<file path="src/rtl/text_vram_fetch.sv">
`default_nettype none
// ============================================================================
// Module      : text_vram_fetch
// Description : Display-side port-B read client for the text VRAM and the
//               attribute RAM. It queues one {code, attr, raster, blank}
//               entry per CRTC character strobe into a small FIFO that is
//               popped by the pixel stage. Define TEXT_FETCH_ATTR_EN to
//               fetch attributes from RAM; otherwise ATTR_DEFAULT is used.
// Revision    : 1.0 - initial release
// ============================================================================
module text_vram_fetch #(
    parameter int         FIFO_DEPTH   = 4,
    parameter logic [7:0] ATTR_DEFAULT = 8'h07
) (
    input  logic        CLK,
    input  logic        RESET_N,
    input  logic        CH_STB,
    input  logic        DISP_EN,
    input  logic [10:0] MA,
    input  logic [2:0]  RA,
    output logic [10:0] TV_A,
    output logic        TV_CS,
    output logic        TV_WE,
    input  logic [7:0]  TV_DO,
    output logic [10:0] AT_A,
    output logic        AT_CS,
    input  logic [7:0]  AT_DO,
    output logic        O_VALID,
    input  logic        O_READY,
    output logic [7:0]  O_CODE,
    output logic [7:0]  O_ATTR,
    output logic [2:0]  O_RA,
    output logic        O_BLANK,
    output logic [7:0]  O_DROP_CNT
);

    localparam int c_aw = $clog2(FIFO_DEPTH);
    localparam logic [c_aw:0] c_ptr_one = 1;
`ifdef TEXT_FETCH_ATTR_EN
    localparam int c_ew = 20;
`else
    localparam int c_ew = 12;
`endif

    typedef enum logic [1:0] {
        IDLE    = 2'd0,
        ISSUE   = 2'd1,
        WAIT    = 2'd2,
        CAPTURE = 2'd3
    } state_t;

    state_t r_state;
    state_t w_next;

    logic [10:0]     r_addr;
    logic            r_cs;
    logic [2:0]      r_cap_ra;
    logic            r_cap_blank;
    logic [7:0]      r_cap_code;
    logic [7:0]      r_cap_attr;
    logic [c_aw:0]   r_wr;
    logic [c_aw:0]   r_rd;
    logic [7:0]      r_drop_cnt;
    logic [c_ew-1:0] r_mem [FIFO_DEPTH];

    logic            w_accept;
    logic            w_full;
    logic            w_empty;
    logic            w_push;
    logic            w_pop;
    logic            w_wr_en;
    logic            w_drop_stb;
    logic            w_drop_full;
    logic [8:0]      w_drop_sum;
    logic [c_ew-1:0] w_wdata;
    logic [c_ew-1:0] w_head;

    // ------------------------------------------------------------------
    // Fetch sequencer
    // ------------------------------------------------------------------
    always_ff @(posedge CLK or negedge RESET_N) begin
        if (!RESET_N) begin
            r_state <= IDLE;
        end else begin
            r_state <= w_next;
        end
    end

    always_comb begin
        w_next = r_state;
        case (r_state)
            IDLE:    if (CH_STB) w_next = DISP_EN ? ISSUE : CAPTURE;
            ISSUE:   w_next = WAIT;
            WAIT:    w_next = CAPTURE;
            CAPTURE: w_next = IDLE;
            default: w_next = IDLE;
        endcase
    end

    assign w_accept = (r_state == IDLE) && CH_STB;

    // Address holds its last value between accesses; blank slots leave it alone
    always_ff @(posedge CLK or negedge RESET_N) begin
        if (!RESET_N) begin
            r_addr      <= '0;
            r_cs        <= 1'b0;
            r_cap_ra    <= '0;
            r_cap_blank <= 1'b0;
            r_cap_code  <= '0;
            r_cap_attr  <= '0;
        end else begin
            r_cs <= w_accept && DISP_EN;
            if (w_accept) begin
                r_cap_ra    <= RA;
                r_cap_blank <= !DISP_EN;
                if (DISP_EN) begin
                    r_addr <= MA;
                end else begin
                    r_cap_code <= '0;
                    r_cap_attr <= '0;
                end
            end
            if (r_state == WAIT) begin
                r_cap_code <= TV_DO;
                r_cap_attr <= AT_DO;
            end
        end
    end

    assign TV_A  = r_addr;
    assign TV_CS = r_cs;
    assign TV_WE = 1'b0;

    // ------------------------------------------------------------------
    // Entry FIFO (wrap-bit pointers, registered output only)
    // ------------------------------------------------------------------
    assign w_empty = (r_wr == r_rd);
    assign w_full  = (r_wr[c_aw-1:0] == r_rd[c_aw-1:0]) && (r_wr[c_aw] != r_rd[c_aw]);
    assign w_push  = (r_state == CAPTURE);
    assign w_pop   = !w_empty && O_READY;
    assign w_wr_en = w_push && (!w_full || w_pop);

    always_ff @(posedge CLK or negedge RESET_N) begin
        if (!RESET_N) begin
            r_wr <= '0;
            r_rd <= '0;
        end else begin
            if (w_wr_en) r_wr <= r_wr + c_ptr_one;
            if (w_pop)   r_rd <= r_rd + c_ptr_one;
        end
    end

    // When full, the slot written equals the head being popped; the head is
    // read before the edge, so the overwrite is safe.
    always_ff @(posedge CLK) begin
        if (w_wr_en) r_mem[r_wr[c_aw-1:0]] <= w_wdata;
    end

    assign w_head  = r_mem[r_rd[c_aw-1:0]];
    assign O_VALID = !w_empty;
    assign O_CODE  = O_VALID ? w_head[7:0] : 8'h00;

`ifdef TEXT_FETCH_ATTR_EN
    logic [7:0] w_unused_attr_default;

    assign w_wdata = {r_cap_blank, r_cap_ra, r_cap_attr, r_cap_code};
    assign O_ATTR  = O_VALID ? w_head[15:8] : 8'h00;
    assign O_RA    = O_VALID ? w_head[18:16] : 3'd0;
    assign O_BLANK = O_VALID && w_head[19];
    assign AT_A    = r_addr;
    assign AT_CS   = r_cs;
    assign w_unused_attr_default = ATTR_DEFAULT;
`else
    logic       w_unused_at;
    logic [7:0] w_unused_cap_attr;

    assign w_wdata = {r_cap_blank, r_cap_ra, r_cap_code};
    assign O_RA    = O_VALID ? w_head[10:8] : 3'd0;
    assign O_BLANK = O_VALID && w_head[11];
    assign O_ATTR  = (O_VALID && !w_head[11]) ? ATTR_DEFAULT : 8'h00;
    assign AT_A    = '0;
    assign AT_CS   = 1'b0;
    assign w_unused_at       = ^AT_DO;
    assign w_unused_cap_attr = r_cap_attr;
`endif

    // ------------------------------------------------------------------
    // Drop counter: an ignored strobe and a full-FIFO discard can coincide
    // ------------------------------------------------------------------
    assign w_drop_stb  = CH_STB && (r_state != IDLE);
    assign w_drop_full = w_push && w_full && !w_pop;
    assign w_drop_sum  = {1'b0, r_drop_cnt} + {8'd0, w_drop_stb} + {8'd0, w_drop_full};

    always_ff @(posedge CLK or negedge RESET_N) begin
        if (!RESET_N) begin
            r_drop_cnt <= '0;
        end else begin
            r_drop_cnt <= w_drop_sum[8] ? 8'hFF : w_drop_sum[7:0];
        end
    end

    assign O_DROP_CNT = r_drop_cnt;

endmodule
`default_nettype wire

</file>
<file path="config.mk">
export PLATFORM = sky130hd
export DESIGN_NAME = text_vram_fetch
export DESIGN_NICKNAME = d
export VERILOG_FILES = /design/src/rtl/text_vram_fetch.sv
export SDC_FILE = /design/constraint.sdc
export NUM_CORES = 1
export LEC_CHECK = 0
export CAP_MARGIN = 20
export CORE_UTILIZATION = 23
export DETAILED_ROUTE_END_ITERATION = 6
export HOLD_SLACK_MARGIN = 0.06
export PLACE_DENSITY = 0.48
export RECOVER_POWER = 50
export SETUP_SLACK_MARGIN = 0.02
export SYNTH_ARGS = -nofsm -noshare
export SYNTH_HDL_FRONTEND = slang
export SYNTH_SLANG_ARGS = --single-unit
</file>
<file path="constraint.sdc">
create_clock -name CLK -period 3.2 [get_ports CLK]
set_clock_uncertainty 0.05 [all_clocks]
set_input_delay 0.48 -clock CLK [delete_from_list [all_inputs] [get_ports CLK]]
set_output_delay 0.48 -clock CLK [all_outputs]
set_load 0.02 [all_outputs]
</file>
# Word level (Yosys, flattened, before mapping)
# Memories as Yosys holds them, arrays and structs flattened.
# Index checks and enable logic that the tools add are counted.
# Widths: inputs -> output; s select.
# word_totals
ram_bits,48
inputBits,35
word_cells,55
output_inout_bits,54
reg_bits,40
n_memories,1
# mem_list
memory,words,word_bits,rd,rd_ports_with_merged_regs,write_ports,line,text
r_mem,4,12,1,0,1,64,logic [c_ew-1:0] r_mem [FIFO_DEPTH];
# op_classes
n_mux,12
eq_ne,8
n_reduce_logical,21
n_addsub,4
# ops
op,n
$mux 8,5
$logic_and 1x1->1,10
$add 8x1->9,1
$add 9x1->9,1
$pmux 2 s4,1
$add 3x1->3 const B,2
$mux 3,2
$logic_not 1->1,5
$eq 2x2->1 const B,2
$mux 2,2
$reduce_and 2->1,2
$reduce_bool 2->1,2
$eq 3x3->1,1
$eq 2x1->1 const B,1
$eq 2x2->1,1
$logic_not 2->1,1
$mux 1,2
$ne 2x1->1 const B,1
$ne 2x2->1 const B,1
$logic_or 1x1->1,1
$ne 1x1->1,1

# Longest topological paths before layout
# logic_depth
depth_word,7
ltp_mapped,9
ltp_nobuf,7

# Worst setup path after synthesis
# OpenSTA, ideal clock, no wires.
# synth_path
path_type,register to register
startpoint,reg r_rd[0]
endpoint,"reg r_drop_cnt[6], in the netlist O_DROP_CNT[6]"
path_buffers,2
synth_period_minus_slack_ns,2.627
stages_incl_launch_ff,10
required_time_ns,3.025
arrival_ns,2.452
path_slack_ns,0.573
setup_time_ns,0.125
cell_sequence,dfrtp_1 buf_6 xor2_2 or4_4 nor2_1 fa_1 and4_1 clkbuf_1 and3_1 mux2_2
# synth_between
elab_chain_cells,7
elab_cells_between_ends,10
cone_classes,add/sub: 1; eq/ne: 2; mux: 1; reduce/logical: 6
# synth_rtl
element,line,text
"start, declared",62,logic [c_aw:0] r_rd;
"start signal, assigned",149,if (w_pop) r_rd <= r_rd + c_ptr_one;
$eq 3x3->1,137,assign w_empty = (r_wr == r_rd);
$logic_not 1->1,140,assign w_pop = !w_empty && O_READY;
$logic_and 1x1->1,140,
$logic_not 1->1,191,assign w_drop_full = w_push && w_full && !w_pop;
$logic_and 1x1->1 (*),191,
$add 9x1->9 (*),192,"assign w_drop_sum = {1'b0, r_drop_cnt} + {8'd0, w_drop_stb} + {8'd0, w_drop_full};"
$mux 8 (*),198,r_drop_cnt <= w_drop_sum[8] ? 8'hFF : w_drop_sum[7:0];
"end signal, assigned",198,
"end, declared",63,logic [7:0] r_drop_cnt;
# Mark *: on every way between the ends. The rest lies on a longest branch, timed or not.
# A chain may end at the register's enable or synchronous reset.

# Final worst setup path
# layout_path
startpoint,reg r_wr[0]
endpoint,out O_CODE[7]
# layout_between
elab_chain_cells,2
# layout_rtl
element,line,text
"start, declared",61,logic [c_aw:0] r_wr;
"start signal, assigned",148,if (w_wr_en) r_wr <= r_wr + c_ptr_one;
$eq 3x3->1,137,
$mux 8,161,assign O_CODE = O_VALID ? w_head[7:0] : 8'h00;
"end, declared",30,"output logic [7:0] O_CODE,"
# Every way passes these cells.

==> flow_summary.json <==
{
  "drtPass1Iterations": 4,
  "start_util": 0.236,
  "gr-total-overflow": 0,
  "synth_area_sq_um": 3760,
  "syn_avg_cell_area_sq_um": 15.9,
  "hold_path.startpoint": "TV_A[1]",
  "clock_sinks": 88,
  "synth_edf_count": 48,
  "finalSetupViolCount": 0,
  "r2r-end": "O_DROP_CNT[6]",
  "grt_pass1_wl_um": 11800,
  "synth_flop_cell": "edfxtp_1",
  "maxCapViolCount": 1,
  "grt_pass1_vias": 2231,
  "reg2reg_depth": 7,
  "final_max_slew_viol_count": 36,
  "hpwl_um": 4770,
  "rsz0062_at_grt": "no",
  "fin_crit_sh": 0.898,
  "yosys_warnings": 0,
  "portBuffers": 62,
  "routed_wl_um": 7330,
  "crit_fanout": 14,
  "final_antenna_net_count": 0,
  "tightest_slew_ps": 1770,
  "critPathLaunchType": "flop",
  "h-tree-depth": 3,
  "fmax_mhz": 348,
  "clk_pin_slew_ps": 60,
  "vias": 2075,
  "ys_top_cells_by_area": "edfxtp_1 38%, dfrtp_1 27%, mux4_2 7.2%",
  "grt_max_degree": 41,
  "dpl-instance-area_sq_um": 4570,
  "ys_seq_area_frac": 0.649,
  "final_nets": 351,
  "worst_skew_pair.late_latency_ps": 340,
  "grtUsageTotal": 0.0973,
  "drive_gt1_frac": 0.160,
  "cpMaxStageDelayCell": "clkdlybuf4s50_1",
  "rows": 46,
  "crit_required_ps": 2670,
  "die_area_sq_um": 16900,
  "finalCriticalPeriod_ps": 2870,
  "arrival_ps": 2340,
  "synth_cell_types": 39,
  "routedWlPerCell_um": 13.9,
  "die_y_um": 130,
  "ys_ff_latch": 88,
  "async_flop_share": 0.455,
  "gp_congestion": 0.687,
  "antenna_found_initial": 0,
  "power_density_nw_per_um2": 1090,
  "path_class": "reg -> out",
  "synth_cells": 237,
  "yosys-top-cells-count": "48 x edfxtp_1, 40 x dfrtp_1, 20 x buf_4",
  "io_pins": 89,
  "slowest_delay_ps": 610,
  "cp_cell_sequence": "xor2_1 -> nor3_1 -> buf_4 -> and2b_1 -> clkdlybuf4s50_1",
  "fin_area_sq_um": 4870,
  "netlist.area_leader.share": 0.383,
  "violations": "max-capacitance violations, max-slew violations",
  "cts_buffers": 9,
  "r2r-start": "r_wr[1]",
  "post-route-drc-count": 0,
  "ctsResizeCount": 0,
  "area_growth_pct": 29.5,
  "drt-vias-per-instance": 3.93,
  "slew_headroom": -0.181,
  "cts_max_path_buffers": 2,
  "yosysMostFrequentCell": "edfxtp_1",
  "diodes": 0,
  "min_to": "TV_A[1]",
  "coreArea_sq_um": 15900,
  "tns_ps": 0,
  "yosysTopAreaCell": "edfxtp_1",
  "cts-root-buf": "clkbuf_16",
  "cts_tree": "done",
  "endpoint_kind": "output pin",
  "p_leak_nw": 1.90,
  "hold_violations": 0,
  "status": "finished, violations left",
  "nFillCells": 1608,
  "die_w_um": 130,
  "drt_iter0_drc": 96,
  "worstHoldPathType": "reg -> reg",
  "worst_ir_drop_vdd_v": 0.000478,
  "r2r_setup_slack_ps": 520,
  "whs_path_depth": 1
}
## how the worst max path moves through the flow
stage / startpoint / end / slack [ps] / depth (start not counted)
floorplan: r_rd[0] / O_DROP_CNT[6] / 570 / 9
detailed placement: O_READY / O_DROP_CNT[6] / 210 / 7
global placement: O_READY / O_DROP_CNT[6] / 220 / 7
global route: RESET_N / r_rd[1] / 130 / 3
finish: r_wr[0] / O_CODE[7] / 330 / 5
CTS: r_rd[0] / O_ATTR[1] / 230 / 4
## cells by family (layout without fill, tap and decap cells)
family | after synthesis | after routing | share of synthesized area
simple gates | 41 | 41 | 0.0645
buf+inv | 36 | 94 | 0.0585
flops | 88 | 88 | 0.649
xor+xnor | 9 | 9 | 0.0249
other cells | 1 | 18 | 0.000997
mux | 30 | 30 | 0.125
fa+ha+maj | 9 | 9 | 0.0319
compound gates | 23 | 23 | 0.0446
## flip-flops by register name, summed over array words and instances (netlist names)
name	count
O_DROP_CNT	8
r_mem	48
TV_CS	1
r_wr	3
r_state	2
r_cap_code	8
TV_A	11
r_rd	3
r_cap_blank	1
r_cap_ra	3
## placed cells by master (no fill, tap or decap), types with 2 or more instances in the layout
cell and count:
edfxtp_1 48, nand2b_1 3, inv_6 2, ha_1 8, a31oi_1 2, o21ai_0 3
xor2_1 3, dlygate4sd3_1 2, clkbuf_1 3, buf_4 5, clkbuf_16 9, nand2_1 4
and2b_1 7, a21oi_1 4, inv_1 8, conb_1 18, and3_1 6, a22o_1 8
mux2_2 17, nor2_1 7, mux4_2 12, clkdlybuf4s50_1 60, nor2b_1 7, xnor2_1 6
dfrtp_1 40
## routing by layer
| metal | part of all wire | global-route usage | up-vias |
|---|---|---|---|
| met5 | 0 | 0 | - |
| met4 | 0.018 | 0.0534 | 0 |
| met3 | 0.046 | 0.0242 | 9 |
| met2 | 0.50 | 0.163 | 60 |
| met1 | 0.44 | 0.115 | 1031 |
| li1 | - | - | 975 |
## power breakdown
group | internal (mW) | total, mW | leakage (nW) | switching, mW
combinational | 1.15 | 2.30 | 0.826 | 1.15
sequential | 1.67 | 1.92 | 0.926 | 0.252
clock | 0.617 | 1.07 | 0.146 | 0.453
## final cells by class
class | instances | area (sq um) | share of cell area
flip-flops and latches | 88 | 2440 | 0.501
multi-input cells | 130 | 1150 | 0.236
clock buffers | 10 | 229 | 0.0470
clock inverters | 6 | 75.1 | 0.0154
well taps | 216 | 270 | 0.0555
repair buffers | 70 | 678 | 0.139
inverters | 8 | 30.0 | 0.00616
## stage by stage
step	utilization	total power [mW]	setup slack [ps]	hold WS, ps	std cells
after floorplan	-	3.36	573	134	254
final	0.306	5.29	328	452	528
after detailed placement	0.286	4.32	209	440	510
after global routing	0.306	5.65	134	464	528
after CTS	0.306	5.42	231	287	526
after global placement	0.286	4.28	222	432	510
## timing repair
action                                 CTS  global route
setup buffers                            0             0
hold buffers                             0             1
endpoints found under the hold margin    0             5
## critical path, delay by kind of cell, from the launching register on
family	cells	cell delay, ps
and+or+nand+nor	2	330
xor gates and xnor gates	1	400
DFF	1	450
buffers and inverters	2	820
Power figures use the tool's default switching activity.
